## config.mk

```make
export PLATFORM = sky130hd
export DESIGN_NAME = acc_task_scheduler
export DESIGN_NICKNAME = d
export VERILOG_FILES = /design/src/rtl/acc_task_scheduler_pkg.sv /design/src/rtl/acc_task_scheduler_rr_pick.sv /design/src/rtl/acc_task_scheduler.sv
export SDC_FILE = /design/constraint.sdc
export NUM_CORES = 1
export LEC_CHECK = 0
export CAP_MARGIN = 30
export CORE_AREA = 10 10 185 187
export CTS_BUF_LIST = sky130_fd_sc_hd__clkbuf_16
export CTS_CLUSTER_DIAMETER = 80
export DETAILED_ROUTE_END_ITERATION = 7
export DIE_AREA = 0 0 195 197
export GPL_TIMING_DRIVEN = 1
export PLACE_DENSITY = 0.53
export SLEW_MARGIN = 30
export SYNTH_ARGS = -nofsm -noshare
export SYNTH_HDL_FRONTEND = slang
export SYNTH_SLANG_ARGS = --single-unit
export TNS_END_PERCENT = 20
```

## constraint.sdc

```tcl
create_clock -name clk -period 5 [get_ports clk]
set_input_delay 0.5 -clock clk [delete_from_list [all_inputs] [get_ports clk]]
set_output_delay 0.5 -clock clk [all_outputs]
set_load 0.02 [all_outputs]
```

## src/rtl/acc_task_scheduler_pkg.sv

```systemverilog
// Shared constants and state types for the accelerator task scheduler.
// Defines the command header field positions, the setup command code,
// the merged-stream destination id and the dispatch/completion FSM states.
package OmpSsManager;

  localparam int CMD_TYPE_H = 7;
  localparam int CMD_TYPE_L = 0;
  localparam int ACC_SEL_H  = 15;
  localparam int ACC_SEL_L  = 8;

  localparam logic [7:0] SETUP_HW_INST_CODE = 8'h02;
  localparam logic [7:0] HWR_CMDOUT_ID      = 8'h11;

  typedef enum logic [1:0] {
    D_IDLE = 2'd0,
    D_FWD  = 2'd1,
    D_DROP = 2'd2
  } disp_state_e;

  typedef enum logic {
    C_IDLE = 1'b0,
    C_FWD  = 1'b1
  } cmp_state_e;

  // Index width for n accelerators, never narrower than one bit.
  function automatic int idx_width(input int n);
    return (n > 1) ? $clog2(n) : 1;
  endfunction

endpackage

```

## src/rtl/acc_task_scheduler_rr_pick.sv

```systemverilog
// Round-robin finder: returns the first set request bit at or after ptr,
// wrapping around past the top bit. Purely combinational.
module rr_pick
  import OmpSsManager::*;
#(
  parameter int N     = 4,
  parameter int IDX_W = idx_width(N)
) (
  input  logic [N-1:0]     req,
  input  logic [IDX_W-1:0] ptr,
  output logic             found,
  output logic [IDX_W-1:0] idx
);

  // Scan N positions starting at ptr; the first hit wins.
  always_comb begin
    int k;
    k     = 0;
    found = 1'b0;
    idx   = '0;
    for (int i = 0; i < N; i++) begin
      k = int'(ptr) + i;
      if (k >= N) k = k - N;
      if (!found && req[k]) begin
        found = 1'b1;
        idx   = IDX_W'(k);
      end
    end
  end

endmodule

```

## src/rtl/acc_task_scheduler.sv

```systemverilog
// Task scheduler between the manager command stream and an accelerator array.
// Dispatches packets to idle accelerators round-robin, tracks busy bits and
// merges the per-accelerator completion streams packet-atomically.
// Optional statistics counters are enabled with the SCHED_STATS_EN macro.
module acc_task_scheduler
  import OmpSsManager::*;
#(
  parameter int NUM_ACCS    = 4,
  parameter int ACC_ID_BASE = 0
) (
  input  logic                     clk,
  input  logic                     rstn,
  input  logic                     in_valid,
  output logic                     in_ready,
  input  logic                     in_last,
  input  logic [63:0]              in_data,
  output logic [NUM_ACCS-1:0]      acc_in_valid,
  input  logic [NUM_ACCS-1:0]      acc_in_ready,
  output logic [63:0]              acc_in_data,
  output logic                     acc_in_last,
  input  logic [NUM_ACCS-1:0]      acc_out_valid,
  output logic [NUM_ACCS-1:0]      acc_out_ready,
  input  logic [NUM_ACCS-1:0]      acc_out_last,
  input  logic [64*NUM_ACCS-1:0]   acc_out_data,
  output logic                     out_valid,
  input  logic                     out_ready,
  output logic                     out_last,
  output logic [63:0]              out_data,
  output logic [7:0]               out_id,
  output logic [7:0]               out_dest,
`ifdef SCHED_STATS_EN
  output logic [31:0]              stat_dispatched,
  output logic [31:0]              stat_completed,
  output logic [31:0]              stat_dropped,
`endif
  output logic [NUM_ACCS-1:0]      busy
);

  localparam int IDX_W = idx_width(NUM_ACCS);

  disp_state_e         disp_q, disp_d;
  logic [IDX_W-1:0]    target_q, target_d;
  logic [IDX_W-1:0]    rr_disp_q, rr_disp_d;
  logic                is_task_q, is_task_d;
  logic                first_q, first_d;

  cmp_state_e          cmp_q, cmp_d;
  logic [IDX_W-1:0]    grant_q, grant_d;
  logic [IDX_W-1:0]    rr_cmp_q, rr_cmp_d;

  logic [NUM_ACCS-1:0] busy_q, busy_d;
  logic [NUM_ACCS-1:0] set_mask, clr_mask;
  logic [NUM_ACCS-1:0] idle_mask;

  logic                free_found, cmp_found;
  logic [IDX_W-1:0]    free_idx, cmp_idx;

  logic [7:0]          hdr_type, hdr_sel;

  function automatic logic [IDX_W-1:0] wrap_inc(input logic [IDX_W-1:0] i);
    return (int'(i) == NUM_ACCS - 1) ? '0 : i + IDX_W'(1);
  endfunction

  assign hdr_type  = in_data[CMD_TYPE_H:CMD_TYPE_L];
  assign hdr_sel   = in_data[ACC_SEL_H:ACC_SEL_L];
  assign idle_mask = ~busy_q;

  rr_pick #(.N(NUM_ACCS), .IDX_W(IDX_W)) u_pick_disp (
    .req   (idle_mask),
    .ptr   (rr_disp_q),
    .found (free_found),
    .idx   (free_idx)
  );

  rr_pick #(.N(NUM_ACCS), .IDX_W(IDX_W)) u_pick_cmp (
    .req   (acc_out_valid),
    .ptr   (rr_cmp_q),
    .found (cmp_found),
    .idx   (cmp_idx)
  );

  assign acc_in_data = in_data;
  assign acc_in_last = in_last;

  // Dispatch: choose a target from the unconsumed header, then pass beats through.
  always_comb begin
    disp_d       = disp_q;
    target_d     = target_q;
    is_task_d    = is_task_q;
    first_d      = first_q;
    rr_disp_d    = rr_disp_q;
    set_mask     = '0;
    in_ready     = 1'b0;
    acc_in_valid = '0;
    unique case (disp_q)
      D_IDLE: begin
        if (in_valid) begin
          if (hdr_type == SETUP_HW_INST_CODE) begin
            if (int'(hdr_sel) >= NUM_ACCS) begin
              disp_d = D_DROP;
            end else if (!busy_q[hdr_sel[IDX_W-1:0]]) begin
              disp_d    = D_FWD;
              target_d  = hdr_sel[IDX_W-1:0];
              is_task_d = 1'b0;
              first_d   = 1'b1;
            end
          end else if (free_found) begin
            disp_d    = D_FWD;
            target_d  = free_idx;
            is_task_d = 1'b1;
            first_d   = 1'b1;
            rr_disp_d = wrap_inc(free_idx);
          end
        end
      end
      D_FWD: begin
        acc_in_valid[target_q] = in_valid;
        in_ready               = acc_in_ready[target_q];
        if (in_valid && in_ready) begin
          first_d = 1'b0;
          if (first_q && is_task_q) set_mask[target_q] = 1'b1;
          if (in_last) disp_d = D_IDLE;
        end
      end
      D_DROP: begin
        in_ready = 1'b1;
        if (in_valid && in_last) disp_d = D_IDLE;
      end
      default: disp_d = D_IDLE;
    endcase
  end

  // Completion arbiter: lock a source for a whole packet, release busy on its last beat.
  always_comb begin
    cmp_d         = cmp_q;
    grant_d       = grant_q;
    rr_cmp_d      = rr_cmp_q;
    clr_mask      = '0;
    acc_out_ready = '0;
    out_valid     = 1'b0;
    out_last      = 1'b0;
    unique case (cmp_q)
      C_IDLE: begin
        if (cmp_found) begin
          cmp_d    = C_FWD;
          grant_d  = cmp_idx;
          rr_cmp_d = wrap_inc(cmp_idx);
        end
      end
      C_FWD: begin
        out_valid              = acc_out_valid[grant_q];
        out_last               = acc_out_last[grant_q];
        acc_out_ready[grant_q] = out_ready;
        if (out_valid && out_ready && out_last) begin
          clr_mask[grant_q] = 1'b1;
          cmp_d             = C_IDLE;
        end
      end
      default: cmp_d = C_IDLE;
    endcase
  end

  assign out_data = acc_out_data[int'(grant_q)*64 +: 64];
  assign out_id   = 8'(ACC_ID_BASE + int'(grant_q));
  assign out_dest = HWR_CMDOUT_ID;

  // Sets and clears never target the same bit, so both apply independently.
  assign busy_d = (busy_q & ~clr_mask) | set_mask;
  assign busy   = busy_q;

  // State registers for both FSMs, the round-robin pointers and the busy bits.
  always_ff @(posedge clk or negedge rstn) begin
    if (!rstn) begin
      disp_q    <= D_IDLE;
      target_q  <= '0;
      rr_disp_q <= '0;
      is_task_q <= 1'b0;
      first_q   <= 1'b0;
      cmp_q     <= C_IDLE;
      grant_q   <= '0;
      rr_cmp_q  <= '0;
      busy_q    <= '0;
    end else begin
      disp_q    <= disp_d;
      target_q  <= target_d;
      rr_disp_q <= rr_disp_d;
      is_task_q <= is_task_d;
      first_q   <= first_d;
      cmp_q     <= cmp_d;
      grant_q   <= grant_d;
      rr_cmp_q  <= rr_cmp_d;
      busy_q    <= busy_d;
    end
  end

`ifdef SCHED_STATS_EN
  logic        task_hs, cmp_hs, drop_ev;
  logic [31:0] stat_disp_q, stat_disp_d;
  logic [31:0] stat_cmp_q, stat_cmp_d;
  logic [31:0] stat_drop_q, stat_drop_d;

  assign task_hs = (disp_q == D_FWD) && first_q && is_task_q && in_valid && in_ready;
  assign cmp_hs  = (cmp_q == C_FWD) && out_valid && out_ready && out_last;
  assign drop_ev = (disp_q == D_IDLE) && (disp_d == D_DROP);

  // Event counters wrap naturally at 32 bits.
  always_comb begin
    stat_disp_d = stat_disp_q + 32'(task_hs);
    stat_cmp_d  = stat_cmp_q + 32'(cmp_hs);
    stat_drop_d = stat_drop_q + 32'(drop_ev);
  end

  // Statistics registers.
  always_ff @(posedge clk or negedge rstn) begin
    if (!rstn) begin
      stat_disp_q <= '0;
      stat_cmp_q  <= '0;
      stat_drop_q <= '0;
    end else begin
      stat_disp_q <= stat_disp_d;
      stat_cmp_q  <= stat_cmp_d;
      stat_drop_q <= stat_drop_d;
    end
  end

  assign stat_dispatched = stat_disp_q;
  assign stat_completed  = stat_cmp_q;
  assign stat_dropped    = stat_drop_q;
`endif

endmodule

```

# After elaboration in Yosys (flattened, before gate mapping)
# Cells that the tools add are included.
[totals] word_cells=196 output_inout_bits=160 mem_bits_ro=0 mem_bits_rw=0 input_bits=337 memories=0 latchBits=0 register_bits=17
[classes] shift=1 addsub=16 bitwise=8 div=0 n_lt_le_gt_ge=22 mul=0 mux=98 n_reduce_logical=27 eq_ne=15
[op_table] op="$lt 32x4->1 const B" count=8
[op_table] op="$mux 32" count=8
[op_table] op="$shiftx 256x9->64" count=1
[op_table] op="$ge 32x4->1 const B" count=6
[op_table] op="$sub 32x4->32 const B" count=6
[op_table] op="$mux 2" count=22
[op_table] op="$mux 1" count=43
[op_table] op="$mux 4" count=7
[op_table] op="$bmux 1 s2" count=12
[op_table] op="$logic_and 1x1->1" count=13
[op_table] op="$add 2x2->3 const B" count=4
[op_table] op="$and 4x4->4" count=3
[op_table] op="$ne 2x2->1 const B" count=6
[op_table] op="$reduce_and 6->1" count=2
[op_table] op="$lt 2x3->1 const B" count=3
[op_table] op="$ne 3x3->1 const B" count=3
[op_table] op="$eq 8x2->1 const B" count=1
[op_table] op="$ge 8x3->1 const B" count=1
[op_table] op="$not 4->4" count=2
[op_table] op="$sub 2x3->4 const B" count=2
[op_table] op="$add 2x1->3 const B" count=2
[op_table] op="$eq 2x1->1 const B" count=3
[op_table] op="$ge 2x3->1 const B" count=2
[op_table] op="$logic_not 1->1" count=6
[op_table] op="14 further kinds" count=21

# Depth between registers and ports, before layout
# Gate-level depths: netlist of the first run.
[logic_depth] word_depth=19 mapped_depth=6

# By module
# From an unflattened synthesis of the first run, not the netlist that was laid out.
[hier_totals] hier_cells=304 hier_area_um2=3392.0
[modules_own_cells] module="acc_task_scheduler" area_each_um2=3236.9 instances=1 cells_each=274
[modules_own_cells] module="rr_pick" area_each_um2=77.6 instances=2 cells_each=15

# Worst setup path before layout of the first run
# No wires, ideal clock.
[synth_timing] kind="register to output" from="register grant_q[0]" to="output port out_data[0]" slack_ns=2.593 arrival_ns=1.907 required_time_ns=4.500 stages_incl_launch_ff=4 path_buffers=2 path_cell_list="dfrtp_1 -> buf_2 -> buf_1 -> mux4_2"
[synth_via] elab_chain_len=1
[synth_rtl] element="start: declaration" line_no="acc_task_scheduler.sv:48" rtl="logic [IDX_W-1:0] grant_q, grant_d;"
[synth_rtl] element="start signal: assignment" line_no="acc_task_scheduler.sv:190" rtl="grant_q <= grant_d;"
[synth_rtl] element="$shiftx 256x9->64" line_no="acc_task_scheduler.sv:163" rtl="assign out_data = acc_out_data[int'(grant_q)*64 +: 64];"
[synth_rtl] element="end: declaration" line_no="acc_task_scheduler.sv:28" rtl="output logic [63:0] out_data,"
# No other way between the ends.

# Worst setup path in the final report of the first run
[layout_timing] from="register grant_q[0]" to="output port out_data[47]"
# Same word-level chain as after synthesis.

==> impl_metrics.tcl, run 1 <==
set metrics [dict create \
    dp_hpwl_um 19950 \
    fin_cells 1011 \
    drc 0 \
    syn_avg_cell_area_um2 11.12 \
    synth_ff_type "dfrtp_1" \
    multi_input_area_um2 2331 \
    pre_cts_ws_ps 1869 \
    yosys-top-cells-area "mux4_2, buf_4, dfrtp_1, nand2_1, o21ai_0" \
    track_usage 0.1062 \
    synth_cells 307 \
    routed_via_density 3.813 \
    ys_seq_area_frac 0.1246 \
    report.final.slew_viol_count 0 \
    cts.sinks 17 \
    htree_num_levels 1 \
    grt_pass1_vias 4353 \
    setup_slack_ps 1663 \
    placementRows 64 \
    min_path_type "in2async" \
    final_area_um2 7253 \
    slew_headroom 0.5062 \
    dpl.cell_count 1007 \
    max_freq_mhz 299.7 \
    dr.pass1.iters 4 \
    yosys-top-cells-count "buf_4, mux4_2, nand2_1" \
    place_area_um2 7179 \
    hold_buffers 0 \
    rsz0062_at_grt "no" \
    setup_violations 0 \
    netlist.area_leader.share 0.4487 \
    yosysMostFrequentCell "buf_4" \
    design.die.area_um2 38420 \
    coreArea_um2 30430 \
    n_antenna_cell 0 \
    synthArstFlopShare 1.000 \
    power_density_nw_per_um2 420.7 \
    nNetsFinal 956 \
    synth-edff-count 0 \
    yosys_warnings 0 \
    setup-tns-final_ps 0 \
    clock_skew_ps 2.271 \
    syn-cell-area_um2 3413 \
    globalRouteOverflowTotal 0 \
    cts_buffers 3 \
    worstSetupPathType "reg2out" \
    status "finished clean" \
    gp_congestion 0.8007 \
    grt_max_degree 42 \
    drtAntennaViolNets 0 \
    synthToLayoutAreaGrowth_pct 112.5 \
    ys_ff_latch 17 \
    fillCellCount 3270 \
    start_kind "register" \
    die_w_um 195 \
    io_buffer_count 386 \
    tritoncts "built" \
    wire_per_inst_um 22.07 \
    area.sequential_um2 432.9 \
    num_vias 3855 \
    period_minus_slack_ps 3337 \
    clock_path_buffers 2 \
    drtIter0Drc 174 \
    fp.dieH_um 197 \
    ys_types 50 \
    ios 497 \
    post-cts-setup-buffers 0 \
    wirelength_um 22320 \
    leakage_nw 2.536 \
    grt_antenna_before_repair 0 \
    drive_above_1_share 0.1398 \
    yosysTopAreaCell "mux4_2" \
    crit_fanout 41 \
    cp.required_ps 4500 \
    arrival_ps 2840 \
    hold_viol_final 0 \
    initial_core_util 0.1122 \
    clock_latency_ps 250 \
    grt_pass1_wl_um 31130 \
    clk_pin_slew_worst_paths_ps 50 \
    worst_pin_slew_ps 740.8 \
    cts.repair.resized 0 \
    cp-end-kind "primary output" \
    fin_crit_sh 0.6673 \
    ir_drop_mv 0.2182 \
    root_buffer "clkbuf_16" \
    drv_cap 0 \
]
==> worst max-delay path, stage by stage (launching register included) <==
cell             delay (ps)
dfrtp_4                 900
buf_4                   500
mux4_2                  560
clkdlybuf4s50_1         590
==> through the flow <==
step | util | hold WS, ps | total power [mW]
2_1_floorplan | - | 204.4 | 1.843
3_3_place_gp | 0.2359 | 451.8 | 2.926
3_5_place_dp | 0.2359 | 455.8 | 2.926
4_1_cts | 0.2385 | 469.6 | 3.102
5_1_grt | 0.2384 | 221.3 | 3.260
6_report | 0.2384 | 178.6 | 3.051
==> path summary, 6_finish.rpt <==
check / startpoint / to / slack (ps) / cells past startpoint
max in group asynchronous: rstn / grant_q[0] / 4490 / 1
worst min-delay path: rstn / target_q[0] / 180 / 1
worst max-delay path: grant_q[0] / out_data[47] / 1660 / 3
worst min register to register: is_task_q / is_task_q / 460 / 2
worst max register to register: grant_q[0] / busy[2] / 2870 / 4
min in group clk: is_task_q / is_task_q / 460 / 2
==> layout make-up <==
| type | instances | area share |
|---|---|---|
| clock buffers | 3 | 0.01035 |
| clock inverters | 1 | 0.0005175 |
| inverters | 9 | 0.004658 |
| multi-input cells | 196 | 0.3214 |
| flip-flops and latches | 17 | 0.05969 |
| well taps | 396 | 0.06831 |
| repair buffers | 389 | 0.5351 |
==> per-layer routing <==
layer | GRT usage | part of all wire | vias up
li1 | - | - | 1736
met1 | 0.1282 | 0.40 | 1862
met2 | 0.1772 | 0.50 | 235
met3 | 0.04141 | 0.093 | 22
met4 | 0.01838 | 0.014 | 0
met5 | 0 | 0 | -
==> power breakdown <==
group / switching (mW) / leakage (nW) / internal (mW)
clock network: 0.0530 / 0.0423 / 0.106
registers: 0.240 / 0.192 / 0.200
logic: 1.08 / 2.30 / 1.37
total: 1.38 / 2.54 / 1.67
==> layout by cell type, fill, tap and decap left out, drive strengths merged, types with 4 or more instances in the layout <==
cell,synthesis,layout
inv,9,10
nand3,4,4
nand2,20,20
o211ai,4,4
o21ai,9,9
dfrtp,17,17
nor2,13,13
mux4,68,68
a21oi,7,7
nor3,6,6
buf,88,4
clkdlybuf4s50,0,385
conb,2,14
==> kinds of logic after synthesis <==
| logic type | Yosys count | synth area share |
|---|---|---|
| buffers and inverters | 106 | 0.2056 |
| xor gates and xnor gates | 2 | 0.005133 |
| adders and majority gates | 3 | 0.01100 |
| other | 2 | 0.002200 |
| DFF | 17 | 0.1246 |
| muxes | 73 | 0.4641 |
| AOI/OAI and AO/OA | 38 | 0.08175 |
| and+or+nand+nor | 66 | 0.1056 |
Power figures use the tool's default switching activity.
==> inputs of run 2 (changes only) <==
--- a/config.mk
+++ b/config.mk
@@ -6,13 +6,13 @@
 export NUM_CORES = 1
 export LEC_CHECK = 0
 export CAP_MARGIN = 30
-export CORE_AREA = 10 10 185 187
+export CORE_AREA = 10 10 184 186
 export CTS_BUF_LIST = sky130_fd_sc_hd__clkbuf_16
 export CTS_CLUSTER_DIAMETER = 80
 export DETAILED_ROUTE_END_ITERATION = 7
-export DIE_AREA = 0 0 195 197
+export DIE_AREA = 0 0 194 196
 export GPL_TIMING_DRIVEN = 1
-export PLACE_DENSITY = 0.53
+export PLACE_DENSITY = 0.55
 export SLEW_MARGIN = 30
 export SYNTH_ARGS = -nofsm -noshare
 export SYNTH_HDL_FRONTEND = slang
==> constraint.sdc (replaced) <==
create_clock -name clk -period 2.86 [get_ports clk]
set_input_delay 0.286 -clock clk [delete_from_list [all_inputs] [get_ports clk]]
set_output_delay 0.286 -clock clk [all_outputs]
set_load 0.02 [all_outputs]
==> run 2 against run 1 <==
Flip-flop and latch count unchanged. Highest routed layer is now met5. Utilization rose by 0.39 points. Critical path depth unchanged. Combinational power increased by 87%. Via count increased by 1.7%. First-iteration DRC count did not move. Setup slack lost 1500 ps. Clock skew hardly changed. Routed wire length is 2.5% higher.
==> impl_metrics.tcl, run 2 (synthesis results as in run 1) <==
set metrics [dict create \
    wirelength_um 22880 \
    hold_buffers 0 \
    coreArea_um2 30270 \
    drtIter0Drc 174 \
    final_common_cell "clkdlybuf4s50_1" \
    clock_latency_ps 250 \
    rsz0062_at_grt "no" \
    drtAntennaViolNets 0 \
    fin_crit_sh 0.9287 \
    ios 497 \
    grt_antenna_before_repair 2 \
    final_area_um2 7333 \
    globalRouteOverflowTotal 0 \
    fillCellCount 3209 \
    worstSetupPathType "reg2out" \
    ir_drop_mv 0.2788 \
    slew_headroom 0.4442 \
    root_buffer "clkbuf_16" \
    drv_cap 0 \
    die_w_um 194 \
    wire_per_inst_um 22.52 \
    cp.required_ps 2570 \
    grt_pass1_wl_um 32240 \
    reg2reg_depth 4 \
    dp_hpwl_um 20550 \
    drc 0 \
    hold_viol_final 0 \
    n_antenna_cell 0 \
    clock_path_buffers 2 \
    placementRows 64 \
    gp_congestion 0.8185 \
    start_kind "register" \
    layout_common_cells "clkdlybuf4s50_1, mux4_2, nand2_1, dfrtp_1, conb_1" \
    synthToLayoutAreaGrowth_pct 114.8 \
    htree_num_levels 1 \
    io_buffer_count 386 \
    cts.repair.resized 0 \
    setup_violations 0 \
    cp-end-kind "primary output" \
    cts.sinks 17 \
    drive_above_1_share 0.1452 \
    period_minus_slack_ps 2656 \
    nNetsFinal 961 \
    worst_pin_slew_ps 831.1 \
    initial_core_util 0.1128 \
    place_area_um2 7254 \
    clock_skew_ps 2.242 \
    grt_max_degree 27 \
    power_density_nw_per_um2 754.3 \
    fp.dieH_um 196 \
    routed_via_density 3.859 \
    max_freq_mhz 376.5 \
    leakage_nw 2.573 \
    num_vias 3921 \
    dr.pass1.iters 4 \
    report.final.slew_viol_count 0 \
    tritoncts "built" \
    min_path_type "in2async" \
    crit_fanout 22 \
    design.die.area_um2 38020 \
    post-cts-setup-buffers 0 \
    grt_pass1_vias 4309 \
    clk_pin_slew_worst_paths_ps 50 \
    cts_buffers 3 \
    track_usage 0.1113 \
    arrival_ps 2370 \
    setup-tns-final_ps 0 \
    status "finished clean" \
]
run 2: cell types whose count changed in the layout (fill, tap and decap cells not counted), sizes merged:
cell / delta
clkdlybuf4s50: +1
buf: +4
run 2: stage by stage:
step | utilization | power (mW) | worst slack [ps] | hold slack (ps) | cells
after floorplan | - | 3.222 | 666.8 | -9.591 | 319
after global routing | 0.2423 | 5.902 | 79.15 | 525.5 | 1016
after global placement | 0.2397 | 5.312 | 436.6 | 499.8 | 1012
after detailed placement | 0.2397 | 5.322 | 433.7 | 493.3 | 1012
final | 0.2423 | 5.531 | 204.0 | 510.3 | 1016
after CTS | 0.2423 | 5.636 | 158.0 | 507.1 | 1016
run 2: worst paths after layout:
path	startpoint	slack, ps	end
worst max-delay path	grant_q[0]	200	out_data[54]
worst min-delay path	rstn	510	rr_disp_q[1]
worst max register to register	busy[3]	830	first_q
worst min register to register	is_task_q	510	is_task_q
max in group asynchronous	rstn	1740	grant_q[1]
min in group clk	is_task_q	510	is_task_q
run 2: report_power, final:
group / switching [mW] / internal [mW] / total (mW)
combinational: 2.08 / 2.48 / 4.57
clock: 0.0961 / 0.186 / 0.282
sequential: 0.331 / 0.351 / 0.683
run 2: area by class of cell:
cell class	instances	area, um^2	share of cell area
sequential	17	432.9	0.05903
clock buffer	3	75.07	0.01024
multi-input combinational	196	2331	0.3179
timing repair buffer	394	3961	0.5402
inverter	9	33.78	0.004607
tap	396	495.5	0.06757
clock inverter	1	3.754	0.0005119
run 2: layer usage:
layer / global-route usage / vias up / wire [um]
met5: 0 / - / 8
met1: 0.1365 / 1913 / 9224
met2: 0.1794 / 246 / 11030
li1: - / 1740 / -
met3: 0.04893 / 20 / 2317
met4: 0.01738 / 2 / 294
run 2: critical path: stages, from the launching register on:
cell and delay (ps):
dfrtp_4 670, buf_12 270, mux4_2 550, clkdlybuf4s50_1 620
